===== src/rtl/bufferoutput_pkg.sv =====
// Shared resampler package: default widths and the collector/drainer
// state encodings used by bufferoutput and bufferoutput_bank.
package bufferoutput_pkg;

  localparam int DWIDTH_DEF         = 16;
  localparam int DDWIDTH_DEF        = 2 * DWIDTH_DEF;
  localparam int NR_STREAMS_DEF     = 16;
  localparam int NR_STREAMS_LOG_DEF = 4;
  localparam int FRAC_SHIFT_DEF     = 15;

  typedef enum logic {
    COL_FILL,
    COL_WAIT
  } col_state_t;

  typedef enum logic [1:0] {
    DRN_IDLE,
    DRN_LOAD,
    DRN_SEND
  } drn_state_t;

endpackage


===== src/rtl/bufferoutput_bank.sv =====
// One ping-pong bank: NR_STREAMS x DWIDTH storage with a single write
// port and a registered read port.
module bufferoutput_bank
  import bufferoutput_pkg::*;
#(
  parameter int DWIDTH         = DWIDTH_DEF,
  parameter int NR_STREAMS     = NR_STREAMS_DEF,
  parameter int NR_STREAMS_LOG = NR_STREAMS_LOG_DEF
) (
  input  logic                      clk,
  input  logic                      rst,
  input  logic                      we,
  input  logic [NR_STREAMS_LOG-1:0] waddr,
  input  logic [DWIDTH-1:0]         wdata,
  input  logic                      re,
  input  logic [NR_STREAMS_LOG-1:0] raddr,
  output logic [DWIDTH-1:0]         rdata
);

  logic [DWIDTH-1:0] mem [NR_STREAMS];

  always_ff @(posedge clk) begin
    if (we) begin
      mem[waddr] <= wdata;
    end
  end

  // Read register resets so data_out is clean while in reset.
  always_ff @(posedge clk or posedge rst) begin
    if (rst) begin
      rdata <= '0;
    end else if (re) begin
      rdata <= mem[raddr];
    end
  end

endmodule


===== src/rtl/bufferoutput.sv =====
// Ping-pong output buffer: rounds/shifts filter results into samples
// and replays them per stream. SATURATE_EN selects clamp instead of wrap.
module bufferoutput
  import bufferoutput_pkg::*;
#(
  parameter int DWIDTH         = DWIDTH_DEF,
  parameter int DDWIDTH        = DDWIDTH_DEF,
  parameter int NR_STREAMS     = NR_STREAMS_DEF,
  parameter int NR_STREAMS_LOG = NR_STREAMS_LOG_DEF,
  parameter int FRAC_SHIFT     = FRAC_SHIFT_DEF
) (
  input  logic                      clk,
  input  logic                      rst,
  output logic                      req_in,
  input  logic                      ack_in,
  input  logic [DDWIDTH-1:0]        data_in,
  output logic                      req_out,
  input  logic                      ack_out,
  output logic [DWIDTH-1:0]         data_out,
  output logic [NR_STREAMS_LOG-1:0] stream_out
);

  localparam logic [NR_STREAMS_LOG-1:0] LAST =
    NR_STREAMS_LOG'(NR_STREAMS - 1);
  localparam logic [DDWIDTH:0] RND =
    (DDWIDTH + 1)'(1) << (FRAC_SHIFT - 1);

  col_state_t col_state, col_next;
  drn_state_t drn_state, drn_next;

  logic                      run;
  logic                      frame_done;
  logic [1:0]                full;
  logic [1:0]                full_set;
  logic [1:0]                full_clr;
  logic                      wr_bank;
  logic                      rd_bank;
  logic [NR_STREAMS_LOG-1:0] wr_idx;
  logic [NR_STREAMS_LOG-1:0] rd_idx;
  logic                      in_xfer;
  logic                      out_xfer;
  logic                      wr_last;
  logic                      rd_last;
  logic                      rd_load;

  logic signed [DDWIDTH:0]   ext;
  logic signed [DDWIDTH:0]   sum;
  logic signed [DDWIDTH:0]   shr;
  logic [DWIDTH-1:0]         conv;
  logic [DWIDTH-1:0]         rdata0;
  logic [DWIDTH-1:0]         rdata1;

  always_comb begin
    ext = {data_in[DDWIDTH-1], data_in};
    sum = ext + RND;
    shr = sum >>> FRAC_SHIFT;
  end

`ifdef SATURATE_EN
  localparam logic signed [DDWIDTH:0] SMAX =
    {{(DDWIDTH - DWIDTH + 2){1'b0}}, {(DWIDTH - 1){1'b1}}};
  localparam logic signed [DDWIDTH:0] SMIN =
    {{(DDWIDTH - DWIDTH + 2){1'b1}}, {(DWIDTH - 1){1'b0}}};

  always_comb begin
    conv = shr[DWIDTH-1:0];
    if (shr > SMAX) begin
      conv = SMAX[DWIDTH-1:0];
    end else if (shr < SMIN) begin
      conv = SMIN[DWIDTH-1:0];
    end
  end
`else
  logic unused_hi;

  assign conv      = shr[DWIDTH-1:0];
  assign unused_hi = ^shr[DDWIDTH:DWIDTH];
`endif

  assign req_in   = run && (col_state == COL_FILL);
  assign req_out  = (drn_state == DRN_SEND);
  assign rd_load  = (drn_state == DRN_LOAD);
  assign in_xfer  = req_in && ack_in;
  assign out_xfer = req_out && ack_out;
  assign wr_last  = (wr_idx == LAST);
  assign rd_last  = (rd_idx == LAST);

  // The bank just completed is the one wr_bank has already left.
  assign full_set = !frame_done ? 2'b00 :
                    (wr_bank ? 2'b01 : 2'b10);
  assign full_clr = !(out_xfer && rd_last) ? 2'b00 :
                    (rd_bank ? 2'b10 : 2'b01);

  always_comb begin
    col_next = col_state;
    unique case (col_state)
      COL_FILL: begin
        if (in_xfer && wr_last && full[~wr_bank]) begin
          col_next = COL_WAIT;
        end
      end
      COL_WAIT: begin
        if (!full[wr_bank]) begin
          col_next = COL_FILL;
        end
      end
      default: col_next = COL_FILL;
    endcase
  end

  always_comb begin
    drn_next = drn_state;
    unique case (drn_state)
      DRN_IDLE: begin
        if (full[rd_bank]) begin
          drn_next = DRN_LOAD;
        end
      end
      DRN_LOAD: drn_next = DRN_SEND;
      DRN_SEND: begin
        if (out_xfer) begin
          if (!rd_last || full[~rd_bank]) begin
            drn_next = DRN_LOAD;
          end else begin
            drn_next = DRN_IDLE;
          end
        end
      end
      default: drn_next = DRN_IDLE;
    endcase
  end

  always_ff @(posedge clk or posedge rst) begin
    if (rst) begin
      col_state <= COL_FILL;
      drn_state <= DRN_IDLE;
    end else begin
      col_state <= col_next;
      drn_state <= drn_next;
    end
  end

  always_ff @(posedge clk or posedge rst) begin
    if (rst) begin
      run        <= 1'b0;
      frame_done <= 1'b0;
      full       <= '0;
      wr_bank    <= 1'b0;
      rd_bank    <= 1'b0;
      wr_idx     <= '0;
      rd_idx     <= '0;
    end else begin
      run        <= 1'b1;
      frame_done <= in_xfer && wr_last;
      full       <= (full | full_set) & ~full_clr;
      if (in_xfer) begin
        wr_idx <= wr_last ? '0 : wr_idx + 1'b1;
        if (wr_last) begin
          wr_bank <= ~wr_bank;
        end
      end
      if (out_xfer) begin
        rd_idx <= rd_last ? '0 : rd_idx + 1'b1;
        if (rd_last) begin
          rd_bank <= ~rd_bank;
        end
      end
    end
  end

  bufferoutput_bank #(
    .DWIDTH         (DWIDTH),
    .NR_STREAMS     (NR_STREAMS),
    .NR_STREAMS_LOG (NR_STREAMS_LOG)
  ) u_bank0 (
    .clk   (clk),
    .rst   (rst),
    .we    (in_xfer && !wr_bank),
    .waddr (wr_idx),
    .wdata (conv),
    .re    (rd_load && !rd_bank),
    .raddr (rd_idx),
    .rdata (rdata0)
  );

  bufferoutput_bank #(
    .DWIDTH         (DWIDTH),
    .NR_STREAMS     (NR_STREAMS),
    .NR_STREAMS_LOG (NR_STREAMS_LOG)
  ) u_bank1 (
    .clk   (clk),
    .rst   (rst),
    .we    (in_xfer && wr_bank),
    .waddr (wr_idx),
    .wdata (conv),
    .re    (rd_load && rd_bank),
    .raddr (rd_idx),
    .rdata (rdata1)
  );

  assign data_out   = rd_bank ? rdata1 : rdata0;
  assign stream_out = rd_idx;

endmodule


===== config.mk =====
export PLATFORM = sky130hd
export DESIGN_NAME = bufferoutput
export DESIGN_NICKNAME = d
export VERILOG_FILES = /design/src/rtl/bufferoutput_pkg.sv /design/src/rtl/bufferoutput_bank.sv /design/src/rtl/bufferoutput.sv
export SDC_FILE = /design/constraint.sdc
export NUM_CORES = 1
export LEC_CHECK = 0
export ABC_AREA = 1
export BUFFER_PORTS_ARGS = -buffer_cell sky130_fd_sc_hd__buf_4
export CORE_MARGIN = 3
export CORE_UTILIZATION = 30
export CTS_CLUSTER_DIAMETER = 200
export DETAILED_ROUTE_END_ITERATION = 10
export SYNTH_ARGS = -nofsm -noshare
export SYNTH_HDL_FRONTEND = slang
export SYNTH_HIERARCHICAL = 1
export SYNTH_SLANG_ARGS = --single-unit

===== constraint.sdc =====
create_clock -name clk -period 3.8 [get_ports clk]
set_input_delay 0.38 -clock clk [delete_from_list [all_inputs] [get_ports clk]]
set_output_delay 0.38 -clock clk [all_outputs]
set_load 0.005 [all_outputs]

==> out/results.txt <==
Status -> finished, final reports clean
Starting density of the core -> 0.3035
Number of antenna violations at the first check in global routing -> 0
Synthesis-stage register bit count -> 561
Detailed Route Iter0 Violations -> 1399
Max rail drop VDD -> 0.0003432 V
DRC -> 0
Aggregate global routing overflow -> 0
Critical path launch point type -> flip-flop
Total power -> 17.87 mW
Synth cell count leaders -> sky130_fd_sc_hd__nand2_1, sky130_fd_sc_hd__edfxtp_1, sky130_fd_sc_hd__nand3_1
Post-Route Hold Slack -> 0.07571 ns
Number of stages on the worst hold path -> 2
Worst-Skew Late Latency -> 0.60 ns
Reg2Reg Capture Point -> u_bank1/mem[8][0]
Synth-to-layout area growth -> 13.44%
Flop2flop setup slack -> 1.26 ns
Layout cell share with drive strength beyond 1 -> 0.09991
HPWL Detailed -> 33.71 mm
Number of cells on the worst reg-to-reg path -> 6
Startpoint of the worst-slack reg-to-reg timing path -> col_state
Overall routed net length -> 58.65 mm
Nets in the synthesized netlist -> 2139
Minimum clock period after layout -> 2.638 ns
Die boundary width -> 286.2 um
Cell area power density -> 668.8 nW/um2
Setup Total Neg Slack -> 0 ns
Wire length of the first global-routing pass -> 88.27 mm
Die extent in y -> 286.2 um
Number of different library cells in the post-synthesis netlist -> 30
Mapped cell area -> 23550 um2
Number of warning messages in the yosys log -> 6
Count leader, synth -> sky130_fd_sc_hd__nand2_1
Worst Setup End Kind -> primary output
Start point of the worst hold path -> ack_out
Unrepaired setup endpoints after global routing -> no
Flip-flop cell with the highest count after synthesis -> sky130_fd_sc_hd__edfxtp_1
Worst min path class -> input pin to flip-flop
Number of enable flip-flop cells after synthesis -> 512
Max Cap Violations -> 0
Routed via count -> 15410
Final worst path period share -> 0.6943
Final hold vios -> 0
Kind of critical path -> flip-flop to primary output
RD Place Congestion -> 0.8085
FF+latch area -> 16610 um2
Leak pwr -> 10.11 nW
Placement row count -> 102
Terminating pin of the worst hold path -> drn_state[1]
Crit path required time -> 3.42 ns
Router iterations before antenna repair -> 6
Top cells by area in the synthesized netlist -> sky130_fd_sc_hd__edfxtp_1, sky130_fd_sc_hd__nand2_1, sky130_fd_sc_hd__nand3_1, sky130_fd_sc_hd__dfrtp_1, sky130_fd_sc_hd__buf_6
Port-buffer cells -> 42
Synth top area share -> 0.6529
Gate Count Post-Synth -> 2100
Root Driver -> sky130_fd_sc_hd__clkbuf_16
Worst-margin pin slew -> 1.190 ns
Top achievable clock speed -> 379.0 MHz
Area of the multi-input gates -> 5989 um2
Post-synthesis sequential area ratio -> 0.7050
Worst-path fanout max -> 61
Fin Clk Skew -> 0.01906 ns
Clock transition at the registers of the reported paths -> 0.07 ns
Top cell type by total area after synthesis -> sky130_fd_sc_hd__edfxtp_1
Number of clock sinks seen by CTS -> 561
Asr flop ratio synth -> 0.08734
Maximum number of buffers from clock root to sink -> 3
CTS tree -> built
Ratio of routed vias to standard cells -> 4.754
Inserted Clock Buffers -> 55
Area of the core -> 77590 um2
Pins Over Slew Limit -> 0
Final-report setup violation count -> 0
Synth Area per Inst -> 11.21 um2
Maximum number of pins on one net before global-route repair -> 97
H-tree lvl count -> 2
Fill count -> 7673
Post-DRT Antenna Nets -> 0
Die area -> 81890 um2
Antenna Diode Count -> 0
Max_slew headroom -> 0.2046
Final-stage net count -> 2196
Vias in the first global route -> 14840
All-Layer GR Usage -> 0.1403
Routed length per placed instance -> 18.09 um
Arr. time, crit path -> 2.26 ns
IO Count -> 58
-- how the worst max path moves through the flow --
| stage | slack (ns) | cells after the start | endpoint | startpoint |
|---|---|---|---|---|
| 2_1_floorplan | 1.59 | 5 | u_bank0/mem[0][7] | data_in[14] |
| 3_3_place_gp | 1.36 | 7 | u_bank1/mem[13][13] | data_in[14] |
| 3_5_place_dp | 1.28 | 6 | u_bank1/mem[8][3] | ack_in |
| 4_1_cts | 1.11 | 2 | stream_out[1] | stream_out[1] |
| 5_1_grt | 0.98 | 4 | u_bank0/rdata[5] | rd_bank |
| 6_report | 1.16 | 2 | stream_out[1] | stream_out[1] |
-- registers in the layout (all words and copies together) (netlist names) --
register and count:
wr_idx 4, u_bank1/mem 256, frame_done 1, u_bank0/mem 256, stream_out 4, run 1, u_bank0/rdata 16, drn_state 2
col_state 1, wr_bank 1, rd_bank 1, u_bank1/rdata 16, full 2
-- cell usage in the layout (no fill, tap or decap), types with 8 or more instances in the layout --
cell,netlist,layout
sky130_fd_sc_hd__clkinv_1,0,18
sky130_fd_sc_hd__inv_1,35,35
sky130_fd_sc_hd__nand2_1,871,871
sky130_fd_sc_hd__nand3_1,398,398
sky130_fd_sc_hd__dfrtp_1,49,46
sky130_fd_sc_hd__clkbuf_1,14,8
sky130_fd_sc_hd__buf_4,8,108
sky130_fd_sc_hd__clkbuf_16,0,56
sky130_fd_sc_hd__nor2_1,56,56
sky130_fd_sc_hd__edfxtp_1,512,512
sky130_fd_sc_hd__clkinv_2,0,9
-- worst max-delay path: stages (launching register included) --
cell and delay, ns:
sky130_fd_sc_hd__dfrtp_4 0.64, sky130_fd_sc_hd__buf_4 0.71, sky130_fd_sc_hd__buf_4 0.25
-- power by group --
group          switching [mW]  internal, mW  total [mW]
sequential              0.186          6.92        7.11
clock                    2.25          3.16        5.41
combinational            3.86          1.49        5.35
-- cells by family (layout without fill, tap and decap cells) --
logic type | Yosys count | after routing | share of synthesized area
AOI/OAI and AO/OA | 19 | 19 | 0.004250
buffers and inverters | 151 | 253 | 0.04293
other | 1 | 1 | 0.0001592
DFF | 561 | 561 | 0.7050
and+or+nand+nor | 1354 | 1354 | 0.2420
adders and majority gates | 3 | 3 | 0.001594
xor gates and xnor gates | 11 | 11 | 0.004091
-- what timing repair did --
| action | CTS | global route |
|---|---|---|
| hold endpoints to repair | 49 | 0 |
| gates resized for setup | 0 | 0 |
| buffers inserted | 0 | 0 |
| hold buffers | 1 | 0 |
-- through the flow --
stage,util,instance area (um2),cells,setup WS (ns)
detailed placement,0.3209,24900,3139,1.281
finish,0.3443,26710,3242,1.162
global placement,0.3209,24900,3139,1.362
floorplan,-,23550,2100,1.588
CTS,0.3443,26710,3242,1.108
global route,0.3443,26710,3242,0.9750
-- layer usage --
metal | track usage | wire [um] | vias up
li1 | - | - | 7285
met1 | 0.1951 | 26100 | 7495
met2 | 0.2213 | 26430 | 531
met3 | 0.02756 | 4397 | 102
met4 | 0.04491 | 1724 | 0
met5 | 0 | 0 | -
-- layout make-up --
| class | instances | share of cell area |
|---|---|---|
| sequential | 561 | 0.6218 |
| inverter | 40 | 0.005714 |
| tap | 1040 | 0.04871 |
| multi-input combinational | 1388 | 0.2242 |
| timing repair buffer | 111 | 0.03222 |
| clock inverter | 38 | 0.01382 |
| clock buffer | 64 | 0.05358 |
Note: power is estimated with default switching activity, not from simulation.
